<file path="src/rtl/fft_pkg.sv">
// Shared constants, sample type and rounding helpers for the 8-point FFT datapath.
// Reused by the butterfly stages and the twiddle multiplier.
package fft_pkg;

    localparam int DATA_WIDTH = 8;
    localparam int TW_WIDTH   = 4;
    localparam int FFT_SIZE   = 8;
    localparam int FRAME_LEN  = 4;
    localparam int K_WIDTH    = $clog2(FFT_SIZE);
    localparam int PROD_WIDTH = DATA_WIDTH + TW_WIDTH + 1;

    typedef struct packed {
        logic signed [DATA_WIDTH-1:0] re;
        logic signed [DATA_WIDTH-1:0] im;
    } cplx_t;

    // Scale a full-precision product back to sample width: round half up, then clamp.
    function automatic logic signed [DATA_WIDTH-1:0] round_sat(
        input logic signed [PROD_WIDTH-1:0] p
    );
        logic signed [PROD_WIDTH:0] r;
        logic signed [PROD_WIDTH:0] hi;
        logic signed [PROD_WIDTH:0] lo;
        hi = (PROD_WIDTH+1)'(2 ** (DATA_WIDTH-1) - 1);
        lo = (PROD_WIDTH+1)'(-(2 ** (DATA_WIDTH-1)));
        r  = {p[PROD_WIDTH-1], p} + (PROD_WIDTH+1)'(2 ** (TW_WIDTH-2));
        r  = r >>> (TW_WIDTH-1);
        if (r > hi) begin
            r = hi;
        end else if (r < lo) begin
            r = lo;
        end
        return r[DATA_WIDTH-1:0];
    endfunction

    // Negate a twiddle component; the most negative code has no positive twin.
    function automatic logic signed [TW_WIDTH-1:0] conj_sat(
        input logic signed [TW_WIDTH-1:0] w
    );
        logic signed [TW_WIDTH-1:0] most_neg;
        most_neg = {1'b1, {(TW_WIDTH-1){1'b0}}};
        if (w == most_neg) begin
            return ~most_neg;
        end
        return -w;
    endfunction

endpackage

</file>
<file path="src/rtl/twiddle_8.sv">
// Twiddle ROM for the 8-point transform, W^k = e^{-j2pi k/8}, 4-bit signed re/im.
// Positive unity is +7; negative unity uses the full-range code -8.
module twiddle_8
    import fft_pkg::*;
(
    input  logic        [3:0]          addr_i,
    output logic signed [TW_WIDTH-1:0] w_re_o,
    output logic signed [TW_WIDTH-1:0] w_im_o
);

    localparam logic signed [TW_WIDTH-1:0] P7 = 4'sb0111;
    localparam logic signed [TW_WIDTH-1:0] P5 = 4'sb0101;
    localparam logic signed [TW_WIDTH-1:0] Z0 = 4'sb0000;
    localparam logic signed [TW_WIDTH-1:0] N5 = 4'sb1011;
    localparam logic signed [TW_WIDTH-1:0] N8 = 4'sb1000;

    always_comb begin
        w_re_o = Z0;
        w_im_o = Z0;
        case (addr_i)
            4'd0: begin w_re_o = P7; w_im_o = Z0; end
            4'd1: begin w_re_o = P5; w_im_o = N5; end
            4'd2: begin w_re_o = Z0; w_im_o = N8; end
            4'd3: begin w_re_o = N5; w_im_o = N5; end
            4'd4: begin w_re_o = N8; w_im_o = Z0; end
            4'd5: begin w_re_o = N5; w_im_o = P5; end
            4'd6: begin w_re_o = Z0; w_im_o = P7; end
            4'd7: begin w_re_o = P5; w_im_o = P5; end
            default: begin w_re_o = Z0; w_im_o = Z0; end
        endcase
    end

endmodule

</file>
<file path="src/rtl/twiddle_mul_8.sv">
// Streaming complex twiddle multiplier: stage A latches sample + weight, stage B holds
// the rounded, saturated product. Valid/ready on both sides, frame-last tagging.
module twiddle_mul_8
    import fft_pkg::*;
#(
    parameter int FRAME_LEN_P = FRAME_LEN
) (
    input  logic                  clk,
    input  logic                  rst_n,
    input  logic                  in_valid,
    output logic                  in_ready,
    input  logic [DATA_WIDTH-1:0] in_re,
    input  logic [DATA_WIDTH-1:0] in_im,
    input  logic [K_WIDTH-1:0]    in_k,
    input  logic                  in_inverse,
    input  logic                  in_clear,
    output logic                  out_valid,
    input  logic                  out_ready,
    output logic [DATA_WIDTH-1:0] out_re,
    output logic [DATA_WIDTH-1:0] out_im,
    output logic                  out_last
);

    localparam int CNT_W = (FRAME_LEN_P > 1) ? $clog2(FRAME_LEN_P) : 1;

    logic                       rdy_en_q;
    logic                       a_valid_q;
    logic                       a_last_q;
    cplx_t                      a_x_q;
    logic signed [TW_WIDTH-1:0] a_wr_q;
    logic signed [TW_WIDTH-1:0] a_wi_q;
    logic                       b_valid_q;
    logic                       b_last_q;
    cplx_t                      b_y_q;
    logic [CNT_W-1:0]           cnt_q;
    logic [CNT_W-1:0]           cnt_d;

    logic                       b_adv;
    logic                       a_adv;
    logic                       in_hs;
    logic [CNT_W-1:0]           idx;
    logic                       in_last;
    logic signed [TW_WIDTH-1:0] rom_re;
    logic signed [TW_WIDTH-1:0] rom_im;
    logic signed [TW_WIDTH-1:0] w_im_sel;
    logic signed [PROD_WIDTH-1:0] pr;
    logic signed [PROD_WIDTH-1:0] pi;

    twiddle_8 u_rom (
        .addr_i ({1'b0, in_k}),
        .w_re_o (rom_re),
        .w_im_o (rom_im)
    );

    // Handshake: a transfer happens on a rising edge where valid and ready are both high.
    // in_ready depends combinationally on out_ready so a drained pipe never bubbles.
    always_comb begin
        b_adv    = !b_valid_q || out_ready;
        a_adv    = !a_valid_q || b_adv;
        in_ready = a_adv && rdy_en_q;
        in_hs    = in_valid && in_ready;
        w_im_sel = in_inverse ? conj_sat(rom_im) : rom_im;
    end

    // A clear in the same cycle as a handshake makes that sample index 0 of a new frame.
    always_comb begin
        idx     = in_clear ? '0 : cnt_q;
        in_last = (idx == CNT_W'(FRAME_LEN_P - 1));
        cnt_d   = cnt_q;
        if (in_hs) begin
            cnt_d = in_last ? '0 : idx + 1'b1;
        end else if (in_clear) begin
            cnt_d = '0;
        end
    end

    always_comb begin
        pr = PROD_WIDTH'(a_x_q.re) * PROD_WIDTH'(a_wr_q)
           - PROD_WIDTH'(a_x_q.im) * PROD_WIDTH'(a_wi_q);
        pi = PROD_WIDTH'(a_x_q.re) * PROD_WIDTH'(a_wi_q)
           + PROD_WIDTH'(a_x_q.im) * PROD_WIDTH'(a_wr_q);
    end

    always_ff @(posedge clk or negedge rst_n) begin
        if (!rst_n) begin
            rdy_en_q  <= 1'b0;
            a_valid_q <= 1'b0;
            a_last_q  <= 1'b0;
            a_x_q     <= '0;
            a_wr_q    <= '0;
            a_wi_q    <= '0;
            b_valid_q <= 1'b0;
            b_last_q  <= 1'b0;
            b_y_q     <= '0;
            cnt_q     <= '0;
        end else begin
            rdy_en_q <= 1'b1;
            cnt_q    <= cnt_d;
            if (a_adv) begin
                a_valid_q <= in_hs;
                if (in_hs) begin
                    a_x_q.re <= in_re;
                    a_x_q.im <= in_im;
                    a_wr_q   <= rom_re;
                    a_wi_q   <= w_im_sel;
                    a_last_q <= in_last;
                end
            end
            if (b_adv) begin
                b_valid_q <= a_valid_q;
                if (a_valid_q) begin
                    b_y_q.re <= round_sat(pr);
                    b_y_q.im <= round_sat(pi);
                    b_last_q <= a_last_q;
                end
            end
        end
    end

    assign out_valid = b_valid_q;
    assign out_re    = b_y_q.re;
    assign out_im    = b_y_q.im;
    assign out_last  = b_valid_q && b_last_q;

endmodule

</file>
<file path="config.mk">
export PLATFORM = sky130hd
export DESIGN_NAME = twiddle_mul_8
export DESIGN_NICKNAME = d
export VERILOG_FILES = /design/src/rtl/fft_pkg.sv /design/src/rtl/twiddle_8.sv /design/src/rtl/twiddle_mul_8.sv
export SDC_FILE = /design/constraint.sdc
export NUM_CORES = 1
export LEC_CHECK = 0
export ABC_AREA = 1
export CORE_ASPECT_RATIO = 0.5
export CORE_UTILIZATION = 37
export DETAILED_ROUTE_END_ITERATION = 10
export GPL_TIMING_DRIVEN = 0
export SLEW_MARGIN = 20
export SYNTH_ARGS = -nofsm -noshare
export SYNTH_HDL_FRONTEND = slang
export SYNTH_SLANG_ARGS = --single-unit
</file>
<file path="constraint.sdc">
create_clock -name clk -period 6.8 [get_ports clk]
set_input_delay 1.36 -clock clk [delete_from_list [all_inputs] [get_ports clk]]
set_output_delay 1.36 -clock clk [all_outputs]
set_load 0.05 [all_outputs]
</file>
; Word-level counts from Yosys, hierarchy flattened
; Memories as Yosys holds them, arrays and structs flattened.
; Index checks and enable logic that the tools add are counted.
[totals]
memories = 1
mem_bits_ro = 64
out_inout_bits = 19
in_bits = 25
ff_bits = 47
wordCells = 49
[classes]
add_sub_neg = 6
mul = 4
n_lt_le_gt_ge = 4
n_reduce_logical = 9
eq_ne = 2
mux = 11
[memory_table]
columns = memory, words, width, rd, rd_ports_with_merged_regs, write_ports, line_no
row1 = (no name shown), 8, 8, 1, 0, 0, twiddle_8.sv:20  ; case (addr_i)
[op_table]
columns = cell, n
row1 = multiplier 8 x 4 -> 12 bit, 4
row2 = 2-to-1 mux 8 bit, 4
row3 = "adder 13 x 4 -> 14 bit, second input constant", 2
row4 = "greater-than comparator 11 x 8 -> 1 bit, second input constant", 2
row5 = "< comparator 11 x 8 -> 1 bit, second input constant", 2
row6 = adder 12 x 12 -> 13 bit, 1
row7 = subtractor 12 x 12 -> 13 bit, 1
row8 = 2-to-1 mux 4 bit, 3
row9 = 2-to-1 mux 2 bit, 3
row10 = "== test 4 bit, second input constant", 1
row11 = negation 4 bit, 1
row12 = AND reduction 2 bit, 2
row13 = logical AND 1 bit, 3
row14 = "adder 2 x 1 -> 2 bit, second input constant", 1
row15 = "== test 2 bit, second input constant", 1
row16 = zero test 1 bit, 2
row17 = logical OR 1 bit, 2
row18 = 2-to-1 mux 1 bit, 1

; Longest topological paths before layout
[depth]
word_depth = 6
depth_mapped = 28
mapped_depth_nobuf = 26

; By module
; A second synthesis with hierarchy kept.
[hier_totals]
cells_unflattened = 1032
hier_area_um2 = 7866.3
[by_module_without_submodules]
columns = mod, seq_area_each_um2, instances, cells_per_inst, area_per_inst_um2
row1 = twiddle_mul_8, 1176.1, 1, 1000, 7676.1
row2 = twiddle_8, 0.0, 1, 32, 190.2

; Worst setup path after synthesis
; No wires, ideal clock.
[synth_path]
kind = flip-flop to flip-flop
from = register a_wr_q[1]
to = register b_y_q (netlist bit out_re[0])
required_time_ps = 6682
t_arrival_ps = 4655
n_path_buf = 2
stages_incl_launch_ff = 24
path_slack_ps = 2028
period_less_slack_ps = 4772
setup_time_ps = 118
path_cell_list = dfrtp_1 clkbuf_1 clkbuf_1 nand2_1 fa_1 inv_1 fa_1 fa_1 fa_1 fa_1 ha_1 nand2_1 nand2_1 nand2_1 a21oi_1 nor2_1 nand2_1 nand2_1 nand2_1 nand2_2 o21ai_4 nand2_1 nand2_1 nand2_1
[synth_via]
elab_chain_cells = 6
elab_cells_between_ends = 7
classes_between = 2 x add/sub / 1 x mul / 2 x order compare / 2 x mux
[synth_lines]
columns = element, line_no
row1 = from (decl), twiddle_mul_8.sv:30  ; logic signed [TW_WIDTH-1:0] a_wr_q;
row2 = from (signal assigned), twiddle_mul_8.sv:104  ; a_wr_q <= rom_re;
row3 = multiplier 8 x 4 -> 12 bit (*), twiddle_mul_8.sv:78  ; pr = PROD_WIDTH'(a_x_q.re) * PROD_WIDTH'(a_wr_q)
row4 = subtractor 12 x 12 -> 13 bit (*), twiddle_mul_8.sv:79  ; - PROD_WIDTH'(a_x_q.im) * PROD_WIDTH'(a_wi_q);
row5 = adder 13 x 4 -> 14 bit (*), fft_pkg.sv:26  ; r = {p[PROD_WIDTH-1], p} + (PROD_WIDTH+1)'(2 ** (TW_WIDTH-2));
row6 = < comparator 11 x 8 -> 1 bit, fft_pkg.sv:30  ; end else if (r < lo) begin
row7 = 2-to-1 mux 8 bit, fft_pkg.sv:30
row8 = 2-to-1 mux 8 bit (*), fft_pkg.sv:28  ; if (r > hi) begin
row9 = to (decl), twiddle_mul_8.sv:34  ; cplx_t b_y_q;
; Mark *: on every way between the ends. The rest lies on a longest branch, timed or not.
; A chain may end at the register's enable or synchronous reset.

; Final worst setup path
[layout_path]
from = register a_wi_q[3]
to = register b_y_q (netlist bit out_im[2])
[layout_via]
elab_chain_cells = 6
elab_cells_between_ends = 7
classes_between = 2 x add/sub / 1 x mul / 2 x order compare / 2 x mux
[layout_lines]
columns = element, line_no
row1 = from (decl), twiddle_mul_8.sv:31  ; logic signed [TW_WIDTH-1:0] a_wi_q;
row2 = from (signal assigned), twiddle_mul_8.sv:105  ; a_wi_q <= w_im_sel;
row3 = multiplier 8 x 4 -> 12 bit (*), twiddle_mul_8.sv:80  ; pi = PROD_WIDTH'(a_x_q.re) * PROD_WIDTH'(a_wi_q)
row4 = adder 12 x 12 -> 13 bit (*), twiddle_mul_8.sv:81  ; + PROD_WIDTH'(a_x_q.im) * PROD_WIDTH'(a_wr_q);
row5 = adder 13 x 4 -> 14 bit (*), fft_pkg.sv:26
row6 = < comparator 11 x 8 -> 1 bit, fft_pkg.sv:30
row7 = 2-to-1 mux 8 bit, fft_pkg.sv:30
row8 = 2-to-1 mux 8 bit (*), fft_pkg.sv:28
; Marked as above.

==> metrics.txt <==
status=finished, final reports clean; critical path endpoint category=flop; initial core utilization=0.378; clk slew on worst S/H paths=~0.070 ns; area of the multi-input gates=0.00555 mm2; via count=6123; CTS sink cnt=between 40 and 50; TNS Setup=0 ns; global-route wire length before repair=31100 um; Arrival @ worst endpoint=between 5 and 6 ns; number of DRC markers in iteration 0=approximately 290; Seq. cell area=0.00118 mm2; DR WL/cell=between 10 and 15 um; Post-Syn Area=about 0.0078 mm2; Unique masters post-synth=37; worst hold path class=reg -> reg; Fillers=approximately 2100; Tot GR Track Use=0.181; Worst setup endpoint=out_im[2]; RR Startpoint=a_wi_q[3]; largest net degree at the start of global routing=48; drt drc=0; TritonCTS clock tree=done; EDFF count, synth=0; RSZ-0062 raised after global routing=no; most common flop cell mapped by yosys=dfrtp_1; root buffer cell=clkbuf_16; Final setup violation count=0; Layout area overhead=12.0%; period utilisation layout=0.829; PortBufs=43; Slew headroom=0.564; Yosys Warn Count=0; die area=0.0217 mm2; Max Root-Sink Buffers=2; nets=1283; Critical path origin=a_wi_q[3]; TritonCTS Buffers=5; Yosys reg bits=47; Mean Syn Cell Area=7.66 um2; Final Max Slew Viols=0; chip height=105 um; largest fanout on the critical path=10; routed wire length=18200 um; number of antenna violations at the first check in global routing=0; Post-synth ARST share=1.00; Final Hold Viols=0; Routed Antenna Nets=0; r2r endpoint=out_im[2]; post-cts hold buffer count=0; Mapped Nets=between 1000 and 1500; R2R depth=22; num rows=37; fin crit period=between 5 and 6 ns; Detailed Routing Iterations Pass 1=6; Peak Freq=roughly 180 MHz; Final GP Congestion=~0.86; vias in the first global route=roughly 6300; Synth Instances=1018; antenna fix cells=0; vias per inst=4.57; post-synthesis sequential area ratio=0.151; H-tree levels=2; layout cell share with drive strength beyond 1=0.0487; core footprint=0.0206 mm2; # Post-CTS Setup Buffers=0; crit start category=flop; die width=207 um; clk_lat worst skew=about 0.31 ns; Resize count post-CTS=0; Worst-Margin Slew=0.654 ns; Required @ worst endpoint=6.98 ns; WS Path Type=reg -> reg; hold_ws=0.484 ns; total gr overflow=0; DP HPWL=15100 um; max-cap viol count=0; worst reg-to-reg setup slack=around 1.2 ns; Ports=44; worst clock skew=around 0.0093 ns
flip-flops by register name, indices dropped and copies added (netlist names):
| name | cells |
|---|---|
| a_last_q | 1 |
| a_valid_q | 1 |
| a_wi_q | 4 |
| a_wr_q | 4 |
| a_x_q | 16 |
| b_last_q | 1 |
| cnt_q | 2 |
| out_im | 8 |
| out_re | 8 |
| out_valid | 1 |
| rdy_en_q | 1 |
area by class of cell:
| cell class | instances | share of cell area |
|---|---|---|
| inverter | 243 | 0.105 |
| timing repair buffer | 43 | 0.0490 |
| multi-input combinational | 692 | 0.636 |
| clock inverter | 2 | 0.00430 |
| clock buffer | 5 | 0.0143 |
| buffer | 36 | 0.0181 |
| tap | 273 | 0.0391 |
| sequential | 47 | 0.135 |
cells in the final DEF (no fill, tap or decap), types with 5 or more instances in the layout:
master           instances
o21ai_0                 33
nand2_2                 16
nand2_1                283
nor2_1                  54
inv_1                  240
ha_1                    76
a21oi_1                 36
xnor2_1                 11
nand4_1                  5
dfrtp_1                 47
clkdlybuf4s50_1         42
nand2_4                  6
fa_1                   114
clkbuf_16                5
clkbuf_1                29
nand3_1                 18
xor2_1                  12
cells in the mapped netlist, types with 2 or more instances:
master / instances / area, um2
dfrtp_1: 47 / 1180
buf_2: 3 / 15.0
clkbuf_1: 29 / 109
nand2_4: 6 / 67.6
nand4_1: 5 / 31.3
inv_1: 240 / 901
xnor2_1: 11 / 96.3
nand2_1: 283 / 1060
xor2_1: 12 / 105
o21ai_1: 2 / 10.0
nand3_2: 3 / 30.0
nand3_1: 18 / 90.1
o21bai_1: 4 / 30.0
nor2_2: 3 / 18.8
o21ai_0: 33 / 165
or2_2: 2 / 12.5
inv_2: 2 / 7.51
nor4_1: 2 / 12.5
nand2_2: 16 / 100
fa_1: 114 / 2280
a21oi_1: 36 / 180
nor3_1: 2 / 10.0
buf_4: 3 / 22.5
nor2_1: 54 / 203
ha_1: 76 / 951
per-layer routing:
| layer | share of wire | wire (um) | GRT usage | vias to the layer above |
|---|---|---|---|---|
| li1 | - | - | - | 3083 |
| met1 | 0.50 | 9090 | 0.251 | 2930 |
| met2 | 0.46 | 8340 | 0.301 | 92 |
| met3 | 0.030 | 547 | 0.0258 | 18 |
| met4 | 0.010 | 187 | 0.0325 | 0 |
| met5 | 0 | 0 | 0 | - |
per-stage QoR:
step / cells / area (um2) / util / setup slack (ns)
after floorplan: 1018 / 7790 / - / 2.03
after global placement: 1334 / 8570 / 0.416 / 1.17
after detailed placement: 1334 / 8560 / 0.416 / 1.15
after CTS: 1341 / 8730 / 0.424 / 1.13
after global routing: 1341 / 8730 / 0.424 / 0.819
final: 1341 / 8730 / 0.424 / 1.17
how the worst min path moves through the flow:
stage,from,end,slack [ns],cells after the start
2_1_floorplan,b_last_q,b_last_q,0.45,2
3_3_place_gp,out_re[4],out_re[4],0.46,2
3_5_place_dp,out_re[0],out_re[0],0.47,2
4_1_cts,out_re[0],out_re[0],0.49,2
5_1_grt,out_re[6],out_re[6],0.51,2
6_report,out_re[0],out_re[0],0.48,2
kinds of logic (layout without fill, tap and decap cells):
logic type               count (synthesis)  count (layout)  synth area share
AO/OA/AOI/OAI                           82              82            0.0576
flip-flops                              47              47             0.151
XOR/XNOR                                23              23            0.0258
other                                    1               1          0.000481
AND/OR/NAND/NOR                        396             396             0.213
buffers and inverters                  279             329             0.137
adder cells (fa/ha/maj)                190             190             0.415
critical path, cell delays in order, from the launching register on:
cell	delay (ns)
dfrtp_1	0.49
buf_2	0.25
inv_1	0.27
clkbuf_1	0.49
nor2_1	0.11
fa_1	0.56
inv_1	0.07
fa_1	0.50
inv_1	0.05
fa_1	0.53
inv_1	0.05
fa_1	0.53
inv_1	0.05
ha_1	0.34
nand2_1	0.09
inv_1	0.08
nand3_1	0.10
nor3_1	0.15
o21ai_1	0.15
nand3_1	0.11
nand2_1	0.10
a21oi_2	0.30
a21oi_1	0.12
Power is not shown: default switching activity piles up to over one toggle a cycle in this logic, so the estimate is an artifact.
